`config.mk`:
```
export PLATFORM = sky130hd
export DESIGN_NAME = cla_subtractor_pipe_32bit_flat
export DESIGN_NICKNAME = d
export VERILOG_FILES = /design/src/rtl/cla_subtractor_pipe_32bit_if.sv /design/src/rtl/cla_subtractor_pipe_32bit.sv /design/src/flat_wrapper.sv
export SDC_FILE = /design/constraint.sdc
export NUM_CORES = 1
export LEC_CHECK = 0
export ABC_AREA = 0
export BUFFER_PORTS_ARGS = -buffer_cell sky130_fd_sc_hd__buf_2
export CAP_MARGIN = 20
export CORE_MARGIN = 2
export CORE_UTILIZATION = 40
export CTS_CLUSTER_SIZE = 30
export DETAILED_ROUTE_END_ITERATION = 12
export PLACE_DENSITY_LB_ADDON = 0.3
export SLEW_MARGIN = 15
export SYNTH_ARGS = -nofsm -noshare
export SYNTH_HDL_FRONTEND = slang
export SYNTH_SLANG_ARGS = --single-unit
```
`constraint.sdc`:
```
create_clock -name clk_i -period 4.25 [get_ports clk_i]
set_input_delay 0.425 -clock clk_i [delete_from_list [all_inputs] [get_ports clk_i]]
set_output_delay 0.425 -clock clk_i [all_outputs]
set_load 0.1 [all_outputs]
```
`src/rtl/cla_subtractor_pipe_32bit_if.sv`:
```
// Operand/result handshake bundle for the pipelined CLA subtractor.
// The master drives operands and consumer ready; the slave returns results and flags.
interface cla_subtractor_pipe_32bit_if #(
  parameter int WIDTH = 32
);
  logic             in_valid_i;
  logic             in_ready_o;
  logic [WIDTH-1:0] a_i;
  logic [WIDTH-1:0] b_i;
  logic             bin_i;
  logic             out_valid_o;
  logic             out_ready_i;
  logic [WIDTH-1:0] diff_o;
  logic             borrow_o;
  logic             ovf_o;
  logic             zero_o;
  logic             neg_o;
  logic             lt_o;

  modport master (
    output in_valid_i, a_i, b_i, bin_i, out_ready_i,
    input  in_ready_o, out_valid_o, diff_o, borrow_o, ovf_o, zero_o, neg_o, lt_o
  );

  modport slave (
    input  in_valid_i, a_i, b_i, bin_i, out_ready_i,
    output in_ready_o, out_valid_o, diff_o, borrow_o, ovf_o, zero_o, neg_o, lt_o
  );
endinterface

```
`src/rtl/cla_subtractor_pipe_32bit.sv`:
```
// Two-stage pipelined subtractor (a - b - bin): low half in stage 1, upper half and flags in stage 2.
// WIDTH must be even and at least 4; each stage is a WIDTH/2-bit prefix-carry slice.
module cla_subtractor_pipe_32bit #(
  parameter int WIDTH = 32
) (
  input logic                       clk_i,
  input logic                       rst_i,
  cla_subtractor_pipe_32bit_if.slave bus
);
  localparam int HALF = WIDTH / 2;

  // Kogge-Stone carry slice; the carry-in is folded into bit 0's generate so the
  // prefix tree yields every carry directly. Returns {carry_out, sum}.
  function automatic logic [HALF:0] cla_slice(input logic [HALF-1:0] x,
                                              input logic [HALF-1:0] y,
                                              input logic            cin);
    logic [HALF-1:0] g;
    logic [HALF-1:0] p;
    logic [HALF-1:0] gg;
    logic [HALF-1:0] pp;
    logic [HALF-1:0] gn;
    logic [HALF-1:0] pn;
    logic [HALF:0]   c;
    g     = x & y;
    p     = x ^ y;
    gg    = g;
    pp    = p;
    gg[0] = g[0] | (p[0] & cin);
    for (int d = 1; d < HALF; d = d * 2) begin
      gn = gg;
      pn = pp;
      for (int i = d; i < HALF; i++) begin
        gn[i] = gg[i] | (pp[i] & gg[i-d]);
        pn[i] = pp[i] & pp[i-d];
      end
      gg = gn;
      pp = pn;
    end
    c = {gg, cin};
    return {c[HALF], p ^ c[HALF-1:0]};
  endfunction

  // Stage 1 state
  logic            s1_valid;
  logic [HALF-1:0] s1_lo_diff;
  logic            s1_lo_carry;
  logic            s1_lo_zero;
  logic [HALF-1:0] s1_a_hi;
  logic [HALF-1:0] s1_nb_hi;
  logic            s1_a_msb;
  logic            s1_b_msb;

  logic s2_en;
  logic s1_en;
  logic accept;

  assign s2_en         = ~bus.out_valid_o | bus.out_ready_i;
  assign s1_en         = ~s1_valid | s2_en;
  assign bus.in_ready_o = s1_en;
  assign accept        = bus.in_valid_i & s1_en;

  // Subtraction as a + ~b + ~bin: the low slice's carry-in is the inverted borrow-in.
  logic [HALF:0] lo_sum;
  logic [HALF:0] hi_sum;
  always_comb begin
    lo_sum = cla_slice(bus.a_i[HALF-1:0], ~bus.b_i[HALF-1:0], ~bus.bin_i);
    hi_sum = cla_slice(s1_a_hi, s1_nb_hi, s1_lo_carry);
  end

  always_ff @(posedge clk_i) begin
    if (rst_i) begin
      s1_valid <= 1'b0;
    end else if (s1_en) begin
      s1_valid <= accept;
    end
  end

  // NOTE: stage-1 data registers carry no reset; s1_valid alone qualifies them.
  always_ff @(posedge clk_i) begin
    if (accept) begin
      s1_lo_diff  <= lo_sum[HALF-1:0];
      s1_lo_carry <= lo_sum[HALF];
      s1_lo_zero  <= (lo_sum[HALF-1:0] == '0);
      s1_a_hi     <= bus.a_i[WIDTH-1:HALF];
      s1_nb_hi    <= ~bus.b_i[WIDTH-1:HALF];
      s1_a_msb    <= bus.a_i[WIDTH-1];
      s1_b_msb    <= bus.b_i[WIDTH-1];
    end
  end

  logic diff_msb;
  logic ovf_next;
  assign diff_msb = hi_sum[HALF-1];
  assign ovf_next = (s1_a_msb != s1_b_msb) & (diff_msb != s1_a_msb);

  // Stage 2: output registers; they hold whenever the consumer stalls.
  always_ff @(posedge clk_i) begin
    if (rst_i) begin
      bus.out_valid_o <= 1'b0;
      bus.diff_o      <= '0;
      bus.borrow_o    <= 1'b0;
      bus.ovf_o       <= 1'b0;
      bus.zero_o      <= 1'b1;
      bus.neg_o       <= 1'b0;
      bus.lt_o        <= 1'b0;
    end else if (s2_en) begin
      bus.out_valid_o <= s1_valid;
      if (s1_valid) begin
        bus.diff_o   <= {hi_sum[HALF-1:0], s1_lo_diff};
        bus.borrow_o <= ~hi_sum[HALF];
        bus.ovf_o    <= ovf_next;
        bus.zero_o   <= s1_lo_zero & (hi_sum[HALF-1:0] == '0);
        bus.neg_o    <= diff_msb;
        bus.lt_o     <= diff_msb ^ ovf_next;
      end
    end
  end
endmodule

```
`src/flat_wrapper.sv`:
```
// flat-port wrapper written by rule: the top's interface ports become plain ports
module cla_subtractor_pipe_32bit_flat 
#(
  parameter int WIDTH = 32
)
  (clk_i, rst_i, bus_in_valid_i, bus_a_i, bus_b_i, bus_bin_i, bus_out_ready_i, bus_in_ready_o, bus_out_valid_o, bus_diff_o, bus_borrow_o, bus_ovf_o, bus_zero_o, bus_neg_o, bus_lt_o);
  cla_subtractor_pipe_32bit_if #(.WIDTH(WIDTH)) bus_i ();
  input logic clk_i;
  input logic rst_i;
  input wire logic [$bits(bus_i.in_valid_i)-1:0] bus_in_valid_i;
  input wire logic [$bits(bus_i.a_i)-1:0] bus_a_i;
  input wire logic [$bits(bus_i.b_i)-1:0] bus_b_i;
  input wire logic [$bits(bus_i.bin_i)-1:0] bus_bin_i;
  input wire logic [$bits(bus_i.out_ready_i)-1:0] bus_out_ready_i;
  output wire logic [$bits(bus_i.in_ready_o)-1:0] bus_in_ready_o;
  output wire logic [$bits(bus_i.out_valid_o)-1:0] bus_out_valid_o;
  output wire logic [$bits(bus_i.diff_o)-1:0] bus_diff_o;
  output wire logic [$bits(bus_i.borrow_o)-1:0] bus_borrow_o;
  output wire logic [$bits(bus_i.ovf_o)-1:0] bus_ovf_o;
  output wire logic [$bits(bus_i.zero_o)-1:0] bus_zero_o;
  output wire logic [$bits(bus_i.neg_o)-1:0] bus_neg_o;
  output wire logic [$bits(bus_i.lt_o)-1:0] bus_lt_o;
  assign bus_i.in_valid_i = bus_in_valid_i;
  assign bus_i.a_i = bus_a_i;
  assign bus_i.b_i = bus_b_i;
  assign bus_i.bin_i = bus_bin_i;
  assign bus_i.out_ready_i = bus_out_ready_i;
  assign bus_in_ready_o = bus_i.in_ready_o;
  assign bus_out_valid_o = bus_i.out_valid_o;
  assign bus_diff_o = bus_i.diff_o;
  assign bus_borrow_o = bus_i.borrow_o;
  assign bus_ovf_o = bus_i.ovf_o;
  assign bus_zero_o = bus_i.zero_o;
  assign bus_neg_o = bus_i.neg_o;
  assign bus_lt_o = bus_i.lt_o;
  cla_subtractor_pipe_32bit #(.WIDTH(WIDTH)) u_core (.clk_i(clk_i), .rst_i(rst_i), .bus(bus_i));
endmodule
```
==> flow_metrics.tcl <==
set metrics [dict create \
    grt_max_degree 39 \
    cp_num_buf_inv 2 \
    worst_pin_slew_ns 0.760 \
    power.density_nw_per_um2 443 \
    ctsHoldBuffers 0 \
    die_h_um 110 \
    synth_top_area_share 0.340 \
    dr.pass1.iters 4 \
    portBuffers 107 \
    hold_viol_final 0 \
    place_congestion 0.867 \
    antenna_left 0 \
    drtIter0Drc 179 \
    cts_buffer_depth 2 \
    ys.flop_type "edfxtp_1" \
    tns_ns 0 \
    grt.total_usage 0.161 \
    post_cts_buffers 0 \
    worstPathArrival_ns 3.34 \
    min_path_type "in2reg" \
    floorplan.rows 38 \
    routedWlPerCell_um 13.6 \
    num_vias 3547 \
    routed_wirelength_mm 9.50 \
    finalCriticalPeriod_ns 3.18 \
    grt_setup_unrepaired "no" \
    min_period_over_period 0.749 \
    fp.coreArea_um2 10900 \
    r2r_end "u_core.bus.zero_o" \
    nets 660 \
    cts_buffers 9 \
    syn_area_um2 4510 \
    synth_area_leaders "edfxtp_1 34%, dfxtp_1 17%, ha_1 8.3%, nand2_1 5.2%, a21oi_1 4.9%" \
    status "finished, final reports clean" \
    fp.dieArea_um2 12100 \
    r2r.worst_path.cells 11 \
    yosysUniqueCellTypes 50 \
    max-vdd-ir-drop_v 0.000204 \
    start_util 0.412 \
    seq_area_um2 2290 \
    setup_viol_count_final 0 \
    ys_warn_count 0 \
    cp-endpoint "u_core.s1_lo_zero" \
    drc 0 \
    cts_tree "yes" \
    cp.required_ns 4.41 \
    p_leak_uw 0.00248 \
    fp.dieW_um 110 \
    grt_antenna_before_repair 0 \
    synthArstFlopShare 0 \
    viasPerCell 5.06 \
    r2r_slack_ns 1.14 \
    end_kind "register" \
    io_pins 108 \
    worstSetupPathDepth 11 \
    clockRootBuffer "clkbuf_16" \
    netlist_instances 449 \
    slowest_stage "or4_1" \
    fmax_ghz 0.314 \
    insertion_delay_ns 0.33 \
    synth_seq_area_share 0.509 \
    finClkSkew_ns 0.00543 \
    antennaDiodeCount 0 \
    overflow 0 \
    slew_viol_final 0 \
    critical-path-top-delay-family "simple AND/OR/NAND/NOR gates" \
    reg2reg_from "u_core.s1_nb_hi[0]" \
    grt_pass1_vias 3287 \
    place_hpwl_mm 7.17 \
    power_uw 2440 \
    drive_above_1_share 0.237 \
    cpPeakStageDelay_ns 0.53 \
    synth_top_area_cell "edfxtp_1" \
    path_cells "buf_2 -> inv_1 -> fa_1 -> fa_1 -> a21o_1 -> a21oi_2 -> xnor2_1 -> or4_1 -> or4_1 -> nor4b_1 -> nor4b_2" \
    cts.sinks 89 \
    ctsResizeCount 0 \
    cp_max_fo 3 \
    syn_avg_cell_area_um2 10.0 \
    syn_nets 552 \
    synth_edf_count 51 \
    crit_start "bus_bin_i" \
    fin_ws_ns 1.07 \
    path_clk_slew_ns 0.06 \
    crit_type "in2reg" \
    place_ws_ns 0.723 \
    maxCapViolCount 0 \
    start_kind "primary input" \
    nFillCells 1027 \
    multi_input_area_um2 2000 \
    relSlewSlack 0.493 \
    grt_pass1_wl_mm 15.1 \
    htree_levels 3 \
    yosys_register_bits 89 \
    area_growth_pct 22.6 \
]
==> through the flow <==
stage | instance area (um2) | std cells | utilization | hold WS [ns]
final | 5520 | 701 | 0.505 | 0.265
after floorplan | 4510 | 449 | - | 0.471
after global placement | 5180 | 685 | 0.474 | 0.444
after CTS | 5520 | 701 | 0.505 | 0.255
after global routing | 5520 | 701 | 0.505 | 0.251
after detailed placement | 5200 | 686 | 0.476 | 0.447
==> metal layers <==
metal	wire length, um	global-route usage	vias to the layer above
met5	0	0	-
met3	537	0.0376	11
met4	152	0.0545	0
li1	-	-	1798
met2	4420	0.258	85
met1	4390	0.214	1653
==> synthesized netlist by cell type, drive strengths merged (11+ instances only) <==
cell type / n
a21o: 13
a21oi: 47
clkbuf: 12
dfxtp: 38
edfxtp: 51
ha: 30
inv: 44
nand2: 63
nand3: 11
nor2: 28
o21ai: 13
xnor2: 14
xor2: 12
==> power breakdown <==
part	switching [uW]	leakage [uW]	internal (uW)
clock	308	0.000156	542
sequential	27.9	0.000810	990
combinational	402	0.00151	174
total	738	0.00248	1710
==> area by class of cell <==
type,count,share of cell area
inverters,44,0.0299
clock inverters,3,0.0116
well taps,140,0.0317
clock buffers,12,0.0464
multi-input cells,303,0.362
flip-flops and latches,89,0.415
repair buffers,110,0.103
==> registers in the layout, indices dropped and copies added, names as in the netlist <==
name	count
u_core.bus.diff_o	31
u_core.s1_lo_diff	16
u_core.s1_nb_hi	16
u_core.s1_a_hi	15
u_core.bus.borrow_o	1
u_core.bus.lt_o	1
u_core.bus.neg_o	1
u_core.bus.out_valid_o	1
u_core.bus.ovf_o	1
u_core.bus.zero_o	1
u_core.s1_a_msb	1
u_core.s1_b_msb	1
u_core.s1_lo_carry	1
u_core.s1_lo_zero	1
u_core.s1_valid	1
==> worst min-delay path by stage <==
stage,from,end,depth (start not counted)
final,bus_a_i[25],u_core.s1_a_hi[9],1
after global routing,bus_a_i[28],u_core.s1_a_hi[12],1
after CTS,bus_a_i[25],u_core.s1_a_hi[9],1
after detailed placement,u_core.bus.diff_o[28],u_core.bus.diff_o[28],2
after global placement,u_core.bus.diff_o[7],u_core.bus.diff_o[7],2
after floorplan,u_core.s1_lo_diff[0],u_core.bus.diff_o[0],2
==> layout by cell type (no fill, tap or decap), types with 5 or more instances in the layout <==
cell       count
a211oi_1       5
a21o_1        13
a21oi_1       44
buf_2        107
clkbuf_16      9
dfxtp_1       38
edfxtp_1      51
ha_1          30
inv_1         44
nand2_1       63
nand3_1       11
nor2_1        28
nor2b_1        6
nor3_1         7
o21ai_0       12
xnor2_1       14
xor2_1        12
==> logic make-up (layout without fill, tap and decap cells) <==
group           Yosys count  count (layout)  synth area share
compound gates          103             103             0.147
xor+xnor                 26              26            0.0505
fa+ha+maj                34              34             0.101
buf+inv                  57             169            0.0483
flops                    89              89             0.509
mux                       1               1           0.00250
simple gates            139             139             0.142
Note: power is estimated with default switching activity, not from simulation.
